## src/rtl/cp0_if.sv

```systemverilog
// cp0_if: M-stage side bundle of the coprocessor-0 controller.
//   master : pipeline side; drives the mtc0/mfc0 request, victim PC, delay-slot
//            flag, exception code, hardware interrupt lines and eret.
//   slave  : cp0 side; returns mfc0 read data, the stored EPC and the
//            take-exception request.
interface cp0_if;
  logic        we;           // mtc0 write enable
  logic [4:0]  cp0_addr;     // CP0 register index
  logic [31:0] cp0_din;      // mtc0 write data
  logic [31:0] vpc;          // PC of the M-stage instruction
  logic        bd_in;        // M-stage instruction sits in a delay slot
  logic [4:0]  exc_code_in;  // exception code, 0 = none
  logic [5:0]  hw_int;       // level-sensitive hardware interrupts
  logic        eret;         // eret retiring in M
  logic [31:0] cp0_dout;     // mfc0 read data
  logic [31:0] epc_out;      // stored EPC
  logic        req;          // redirect to handler / flush

  modport master (
    output we, cp0_addr, cp0_din, vpc, bd_in, exc_code_in, hw_int, eret,
    input  cp0_dout, epc_out, req
  );

  modport slave (
    input  we, cp0_addr, cp0_din, vpc, bd_in, exc_code_in, hw_int, eret,
    output cp0_dout, epc_out, req
  );
endinterface

```

## src/rtl/cp0.sv

```systemverilog
// cp0: coprocessor-0 exception/interrupt controller at the memory stage.
// Ports:
//   clk   : clock, all state updates on the rising edge
//   reset : synchronous, active-high
//   bus   : cp0_if.slave bundle (mtc0/mfc0 access, victim PC, delay-slot flag,
//           exception code, hw interrupts, eret in; read data, EPC, req out)
// Registers: SR(12) IM/EXL/IE, Cause(13) BD/IP/ExcCode (read-only to mtc0),
// EPC(14) full width, PRId(15) constant PRID_VALUE. Other indices read 0.
module cp0 #(
  parameter logic [31:0] PRID_VALUE = 32'h2023_0007
) (
  input logic  clk,
  input logic  reset,
  cp0_if.slave bus
);

  localparam logic [4:0] ADDR_SR    = 5'd12;
  localparam logic [4:0] ADDR_CAUSE = 5'd13;
  localparam logic [4:0] ADDR_EPC   = 5'd14;
  localparam logic [4:0] ADDR_PRID  = 5'd15;

  // SR fields
  logic [5:0]  r_im;
  logic        r_exl;
  logic        r_ie;
  // Cause fields
  logic        r_bd;
  logic [5:0]  r_ip;
  logic [4:0]  r_exc_code;
  // EPC
  logic [31:0] r_epc;

  logic        w_int_req;
  logic        w_exc_req;
  logic        w_req;
  logic [31:0] w_sr;
  logic [31:0] w_cause;
  logic [31:0] w_epc_next;

  // Request is purely combinational so the PC can redirect in the same cycle.
  assign w_int_req = (|(bus.hw_int & r_im)) & r_ie & ~r_exl;
  assign w_exc_req = (bus.exc_code_in != '0) & ~r_exl;
  assign w_req     = w_int_req | w_exc_req;

  // A delay-slot victim restarts at the branch, one word earlier (wraps mod 2^32).
  assign w_epc_next = bus.bd_in ? (bus.vpc - 32'd4) : bus.vpc;

  always_ff @(posedge clk) begin
    if (reset) begin
      r_im       <= '0;
      r_exl      <= 1'b0;
      r_ie       <= 1'b0;
      r_bd       <= 1'b0;
      r_ip       <= '0;
      r_exc_code <= '0;
      r_epc      <= '0;
    end else begin
      // Pending-interrupt view follows the lines every cycle, unconditionally.
      r_ip <= bus.hw_int;
      if (w_req) begin
        // Taking the exception swallows any mtc0/eret in the same cycle.
        r_exl      <= 1'b1;
        r_bd       <= bus.bd_in;
        r_epc      <= w_epc_next;
        r_exc_code <= w_int_req ? 5'd0 : bus.exc_code_in;
      end else begin
        if (bus.eret) begin
          r_exl <= 1'b0;
        end
        // Placed after eret so an mtc0 to SR decides EXL when both occur.
        if (bus.we) begin
          case (bus.cp0_addr)
            ADDR_SR: begin
              r_im  <= bus.cp0_din[15:10];
              r_exl <= bus.cp0_din[1];
              r_ie  <= bus.cp0_din[0];
            end
            ADDR_EPC: r_epc <= bus.cp0_din;
            default: ;
          endcase
        end
      end
    end
  end

  assign w_sr    = {16'h0000, r_im, 8'h00, r_exl, r_ie};
  assign w_cause = {r_bd, 15'h0000, r_ip, 3'b000, r_exc_code, 2'b00};

  always_comb begin
    bus.cp0_dout = '0;
    case (bus.cp0_addr)
      ADDR_SR:    bus.cp0_dout = w_sr;
      ADDR_CAUSE: bus.cp0_dout = w_cause;
      ADDR_EPC:   bus.cp0_dout = r_epc;
      ADDR_PRID:  bus.cp0_dout = PRID_VALUE;
      default:    bus.cp0_dout = '0;
    endcase
  end

  assign bus.epc_out = r_epc;
  assign bus.req     = w_req;

endmodule

```

## src/flat_wrapper.sv

```systemverilog
// flat-port wrapper written by rule: the top's interface ports become plain ports
module cp0_flat 
#(
  parameter logic [31:0] PRID_VALUE = 32'h2023_0007
)
  (clk, reset, bus_we, bus_cp0_addr, bus_cp0_din, bus_vpc, bus_bd_in, bus_exc_code_in, bus_hw_int, bus_eret, bus_cp0_dout, bus_epc_out, bus_req);
  cp0_if bus_i ();
  input logic clk;
  input logic reset;
  input wire logic [$bits(bus_i.we)-1:0] bus_we;
  input wire logic [$bits(bus_i.cp0_addr)-1:0] bus_cp0_addr;
  input wire logic [$bits(bus_i.cp0_din)-1:0] bus_cp0_din;
  input wire logic [$bits(bus_i.vpc)-1:0] bus_vpc;
  input wire logic [$bits(bus_i.bd_in)-1:0] bus_bd_in;
  input wire logic [$bits(bus_i.exc_code_in)-1:0] bus_exc_code_in;
  input wire logic [$bits(bus_i.hw_int)-1:0] bus_hw_int;
  input wire logic [$bits(bus_i.eret)-1:0] bus_eret;
  output wire logic [$bits(bus_i.cp0_dout)-1:0] bus_cp0_dout;
  output wire logic [$bits(bus_i.epc_out)-1:0] bus_epc_out;
  output wire logic [$bits(bus_i.req)-1:0] bus_req;
  assign bus_i.we = bus_we;
  assign bus_i.cp0_addr = bus_cp0_addr;
  assign bus_i.cp0_din = bus_cp0_din;
  assign bus_i.vpc = bus_vpc;
  assign bus_i.bd_in = bus_bd_in;
  assign bus_i.exc_code_in = bus_exc_code_in;
  assign bus_i.hw_int = bus_hw_int;
  assign bus_i.eret = bus_eret;
  assign bus_cp0_dout = bus_i.cp0_dout;
  assign bus_epc_out = bus_i.epc_out;
  assign bus_req = bus_i.req;
  cp0 #(.PRID_VALUE(PRID_VALUE)) u_core (.clk(clk), .reset(reset), .bus(bus_i));
endmodule
```

## config.mk

```make
export PLATFORM = sky130hd
export DESIGN_NAME = cp0_flat
export DESIGN_NICKNAME = d
export VERILOG_FILES = /design/src/rtl/cp0_if.sv /design/src/rtl/cp0.sv /design/src/flat_wrapper.sv
export SDC_FILE = /design/constraint.sdc
export NUM_CORES = 1
export LEC_CHECK = 0
export ABC_AREA = 1
export CAP_MARGIN = 10
export CORE_ASPECT_RATIO = 1.2
export CORE_MARGIN = 4
export CORE_UTILIZATION = 47
export DETAILED_ROUTE_END_ITERATION = 8
export PLACE_DENSITY_LB_ADDON = 0.2
export SLEW_MARGIN = 20
export SYNTH_ARGS = -nofsm -noshare
export SYNTH_HDL_FRONTEND = slang
export SYNTH_SLANG_ARGS = --single-unit
```

## constraint.sdc

```tcl
create_clock -name clk -period 2.6 [get_ports clk]
set_input_delay 0.52 -clock clk [delete_from_list [all_inputs] [get_ports clk]]
set_output_delay 0.52 -clock clk [all_outputs]
set_load 0.05 [all_outputs]
```

==> summary.txt, run 1 <==
Detailed routing
  • # DRC: 0
  • Drt wl/cell: ~16 microns
  • DR vias: between 4000 and 5000
  • Post-DRT Antenna Nets: 0
  • Final wirelength: 13000 microns
  • Drt pass-1 iters: 5
  • Drt first-iter violations: approximately 240
  • Vias per cell: 5.319

Worst hold path
  • Hold Path End: u_core.r_exc_code[2]
  • Min-delay src: u_core.r_exc_code[2]
  • HP Class: register to register
  • Hold depth: 2

Setup path
  • Kind of critical path: input port to output port
  • R2r startpoint: u_core.r_im[1]
  • R2R Setup Slk: about 0.88 ns
  • Required time worst endpoint: 2.08 ns
  • Arr. time, crit path: 2.00 ns
  • Worst-case reg-to-reg path depth: 10
  • CP startpoint: bus_cp0_addr[1]
  • CP max FO: 21
  • Startpoint types: input port
  • RR Endpoint: u_core.bus.epc_out[14]
  • Crit. End Element: output port

Die
  • Die width: 88.40 microns
  • Initial core utilization: between 40% and 50%
  • Die height: between 100 and 150 microns
  • I/O pins: 150
  • Core area: around 7400 sq um
  • DIE AREA: just over 9000 sq um
  • FP Rows: 34

Run status
  • Status: finished clean

Final layout
  • Sequential cell area: around 1000 sq um
  • Core Util, Final: between 70% and 80%
  • Footprint of the multi-input gates: 2171 sq um
  • Fill count: about 550
  • Most frequent cells in the layout: 161 x nand2_1, 116 x clkdlybuf4s50_1, 94 x nor2_1, 77 x inv_1, 52 x dfxtp_1
  • Share of post-route cells with drive strength above 1: around an eighth
  • Nets: around 830
  • ANT cells: 0
  • Most common cell after layout, fill and taps aside: nand2_1
  • Final Non-Filler Cells: between 800 and 900
  • P&R area growth vs syn: 55.22%

Clock tree
  • Cts bufs inserted: 5
  • Root Buffer: clkbuf_8
  • CTS tree: done
  • Later-pin clock latency in the skew report: ~0.31 ns
  • Max clock buf depth: 2
  • Setup bufs post-CTS: 0
  • H-tree levels: 2
  • Clock-pin transition on the worst setup and hold timing paths: approximately 0.090 ns
  • CTS Sinks: 52

Placement
  • PortBufs: 149
  • GPL Wtd Cong: approximately 0.95
  • Final HPWL from detailed placement: 10710 microns
  • Placed cell count: 822
  • DP Worst Slack: ~0.060 ns

Pwr
  • Power Density: 384.8 nW/um^2
  • Peak supply drop: slightly below 0.0003 V
  • Final Power: 0.002178 W
  • Lkg Pwr: ~2.4 nW

Synth
  • Post-synth cell types: 39
  • Syn avg cell area: ~6 sq um
  • Synth Warn #: 0
  • Seq cells post-synth: 52
  • Synth Cell Area: 3646 sq um
  • Cell count after synthesis: between 500 and 600
  • Syn nets: about 680
  • Post-synthesis sequential area ratio: 28.55%

Flow run
  • Max Cap Viol: 0

Global routing
  • Gr ovfl total: 0
  • M3 GR Usage: 3.803%
  • First-pass GRT wire length: 20760 microns
  • Largest net degree at the start of global routing: 35
  • Gr busiest metal: met2
  • Met2 GRT Util: approximately half
  • Met1 Usage GRT: about 32%
  • Antenna violations before repair: 0
  • Vias in the first global route: ~4400
  • Global-route usage over all layers: 28.40%

STA
  • Least-Margin Pin Slew: approximately 0.55 ns
  • Final Max Tran Viols: 0
  • Relative slew slack: 63.25%
  • Period Utilization, post-route: 96.98%
  • Final Critical Period: between 2 and 3 ns
  • Fin worst setup slack: 0.07852 ns
  • Unrepaired setup endpoints after global routing: no
  • Fmax achieved: approximately 400 MHz
  • Worst Skew: around 0.014 ns
  • Endpoints failing hold: 0
  • # setup viols final: 0
  • Setup TNS: 0 ns
## cell type report
cell class                 count  area share (%)
multi-input combinational    435           38.36
timing repair buffer         162           34.14
sequential                    52           18.39
inverter                      83           5.549
tap                           90           1.990
clock buffer                   6           1.282
clock inverter                 2          0.2874
## cells in the mapped netlist (all sizes together)
cell type	instances	area [sq um]
nand2	165	639.4
nor2	107	495.5
inv	83	314.0
dfxtp	52	1041
o21ai	47	246.5
nand3	36	195.2
a21oi	30	183.9
buf	15	101.3
o211ai	13	97.59
xor2	11	96.34
nand4	7	43.79
a211oi	6	55.05
clkbuf	6	22.52
or2	3	18.77
nor3b	2	15.01
xnor2	2	17.52
a32o	1	10.01
ha	1	12.51
nand3b	1	7.510
nor3	1	16.27
o221ai	1	8.760
o31ai	1	7.510
## per-stage QoR
stage	instance area, sq um	hold WS, ns
after floorplan	3646	0.4436
after global placement	5567	0.4579
after detailed placement	5567	0.4592
after CTS	5655	0.4730
after global routing	5659	0.5018
final	5659	0.4736
## flip-flops by register name, summed over array words and instances, names as in the netlist
| signal | count |
|---|---|
| u_core.r_im | 6 |
| u_core.r_bd | 1 |
| u_core.r_exc_code | 5 |
| u_core.bus.epc_out | 32 |
| u_core.r_ip | 6 |
| u_core.r_exl | 1 |
| u_core.r_ie | 1 |
## routing by layer
layer / share of wire [%] / wire length (microns)
met1: 38 / 4886
met2: 52 / 6702
met3: 6.6 / 859
met4: 4.2 / 551
met5: 0 / 0
## timing repair
item / 4_1_cts / 5_1_grt
hold buffers: 0 / 0
endpoints found under the setup margin: 0 / 4
gates resized for setup: 0 / 3
## worst max-delay path by stage
stage                  endpoint  slack [ns]  cells after the start
2_1_floorplan  bus_cp0_dout[17]        0.13                      4
3_3_place_gp   bus_cp0_dout[25]        0.15                      7
3_5_place_dp    bus_cp0_dout[3]        0.06                      6
4_1_cts         bus_cp0_dout[3]        0.02                      6
5_1_grt        bus_cp0_dout[17]        0.01                      6
6_report       bus_cp0_dout[23]        0.08                      7
## logic make-up (layout without fill, tap and decap cells)
group | count (synthesis) | in the layout | share of synthesized area (%)
xor gates and xnor gates | 13 | 13 | 3.123
adders and majority gates | 1 | 1 | 0.3431
DFF | 52 | 52 | 28.55
AOI/OAI and AO/OA | 99 | 99 | 16.71
buffers and inverters | 104 | 253 | 12.01
and+or+nand+nor | 322 | 322 | 39.26
## report_power, final
group | switching, W | total, W | internal (W)
logic | 0.000485 | 0.000806 | 0.000322
clock network | 0.000280 | 0.000473 | 0.000192
registers | 0.0000412 | 0.000899 | 0.000858
total | 0.000806 | 0.00218 | 0.00137
## worst max-delay path, cell delays in order
cell             delay [ns]
clkdlybuf4s50_1        0.51
inv_2                  0.08
nor2_8                 0.12
nand2_4                0.19
buf_4                  0.23
nor2_1                 0.18
buf_12                 0.17
No activity file was read; power rests on OpenSTA's default activity.
==> run 2, diff against run 1 <==
Settings changed: CORE_MARGIN 4 to 2.
==> run 2 against run 1 <==
  * Worst hold slack better by 0.0069 ns
  * Sequential share of layout area down 0.057 points
  * Register-to-register slack worse by 0.03 ns
  * Core utilization down 2.0 points
  * Count of clock-buffer cells in the layout down 1
  * Clock skew up 0.0020 ns
  * Via count down 1.5%
==> summary.txt, run 2 (synthesis gave the netlist of run 1 again) <==
Setup path
  • Kind of critical path: input port to output port
  • Ordered cell list for the critical path: clkdlybuf4s50_1, nand2_2, nor2_8, nand2_8, buf_4, nor2_1, buf_12
  • Crit. End Element: output port
  • Startpoint types: input port
  • Required time worst endpoint: 2.08 ns
  • CP max FO: 15
  • CP max stage cell: clkdlybuf4s50_1
  • Arr. time, crit path: roughly 2.0 ns
  • Slowest cell delay on critical path: 0.48 ns

Die
  • Core area: 7620 sq um
  • FP Rows: 35
  • Die height: around 100 microns
  • I/O pins: 150
  • DIE AREA: roughly 8500 sq um
  • Initial core utilization: 47.85%
  • Die width: 84.40 microns

Clock tree
  • Root Buffer: clkbuf_8
  • Setup bufs post-CTS: 0
  • Clock-pin transition on the worst setup and hold timing paths: 0.10 ns
  • Cts repair resizes: 0
  • Cts hold-fix bufs: 0
  • Cts bufs inserted: 5
  • CTS Sinks: between 50 and 60
  • Later-pin clock latency in the skew report: 0.32 ns
  • Max clock buf depth: 2
  • H-tree levels: 2
  • CTS tree: done

Pwr
  • Peak supply drop: 0.0003114 V
  • Final Power: roughly 0.0023 W
  • Lkg Pwr: ~2.4 nW
  • Power Density: roughly 400 nW/um^2

STA
  • Least-Margin Pin Slew: 0.5448 ns
  • Endpoints failing hold: 0
  • # setup viols final: 0
  • Period Utilization, post-route: 97.24%
  • Final Critical Period: about 2.5 ns
  • Unrepaired setup endpoints after global routing: yes
  • Final Max Tran Viols: 0
  • Worst Skew: 0.01551 ns
  • Fmax achieved: roughly 400 MHz
  • Relative slew slack: between 60% and 70%
  • WHS: ~0.48 ns

Final layout
  • Fill count: roughly 620
  • P&R area growth vs syn: 55.70%
  • Most common cell after layout, fill and taps aside: nand2_1
  • Nets: 822
  • ANT cells: 0
  • Max reg flops: 32
  • Final Non-Filler Cells: 829
  • Most frequent cells in the layout: 161 x nand2_1, 116 x clkdlybuf4s50_1, 90 x nor2_1, 78 x inv_1, 52 x dfxtp_1
  • Share of post-route cells with drive strength above 1: between 10% and 20%

Detailed routing
  • Drt wl/cell: 15.80 microns
  • Post-DRT Antenna Nets: 0
  • # DRC: 0
  • Drt first-iter violations: between 200 and 300
  • Final wirelength: ~13000 microns
  • DR vias: around 4400
  • Drt pass-1 iters: 5
  • Vias per cell: about 5.2

Placement
  • PortBufs: approximately 150
  • GPL Wtd Cong: 0.9075
  • Placed cell count: between 800 and 900
  • Final HPWL from detailed placement: about 11000 microns

Global routing
  • Largest net degree at the start of global routing: 33
  • Antenna violations before repair: 0
  • Global-route usage over all layers: between 30% and 40%
  • First-pass GRT wire length: roughly 21000 microns
  • Vias in the first global route: about 4400
  • Gr ovfl total: 0

Run status
  • Status: finished clean

Worst hold path
  • HP Class: register to register

Flow run
  • Max Cap Viol: 0
[run 2: metal layers]
| metal | global-route usage [%] | part of all wire (%) | up-vias |
|---|---|---|---|
| li1 | - | - | 2162 |
| met1 | 33.10 | 37 | 1944 |
| met2 | 56.53 | 52 | 196 |
| met3 | 3.767 | 5.6 | 48 |
| met4 | 16.97 | 5.3 | 0 |
| met5 | 0 | 0 | - |
[run 2: metrics by stage]
stage / TNS [ns] / worst slack, ns / cell area [sq um] / utilization (%)
6_report: 0 / 0.07167 / 5677 / 74.50
2_1_floorplan: 0 / 0.1343 / 3646 / -
5_1_grt: -0.01469 / -0.01214 / 5677 / 74.50
4_1_cts: 0 / 0.01599 / 5658 / 74.25
3_5_place_dp: 0 / 0.02430 / 5547 / 72.79
3_3_place_gp: 0 / 0.09635 / 5547 / 72.79
[run 2: area by class of cell]
| cell class | count | area (sq um) | area share (%) |
|---|---|---|---|
| multi-input combinational | 435 | 2186 | 38.51 |
| timing repair buffer | 159 | 1909 | 33.63 |
| sequential | 52 | 1041 | 18.34 |
| inverter | 83 | 314.1 | 5.532 |
| tap | 92 | 115.1 | 2.028 |
| clock buffer | 5 | 68.82 | 1.212 |
| clock inverter | 3 | 42.54 | 0.7494 |
[run 2: worst max-delay path, delay by kind of cell]
family | cells | cell delay [ns]
buf+inv | 3 | 0.86
simple gates | 4 | 0.62
[run 2: power by group]
group,switching [W],internal (W)
Sequential,0.0000433,0.000858
Clock,0.000298,0.000286
Combinational,0.000488,0.000319
[run 2: path summary, 6_finish.rpt]
kind	startpoint	end	slack (ns)	depth (start not counted)
max	bus_cp0_addr[3]	bus_cp0_dout[19]	0.07	7
min	u_core.r_exc_code[2]	u_core.r_exc_code[2]	0.48	2
min reg2reg	u_core.r_exc_code[2]	u_core.r_exc_code[2]	0.48	2
max reg2reg	u_core.r_im[0]	u_core.bus.epc_out[31]	0.85	10
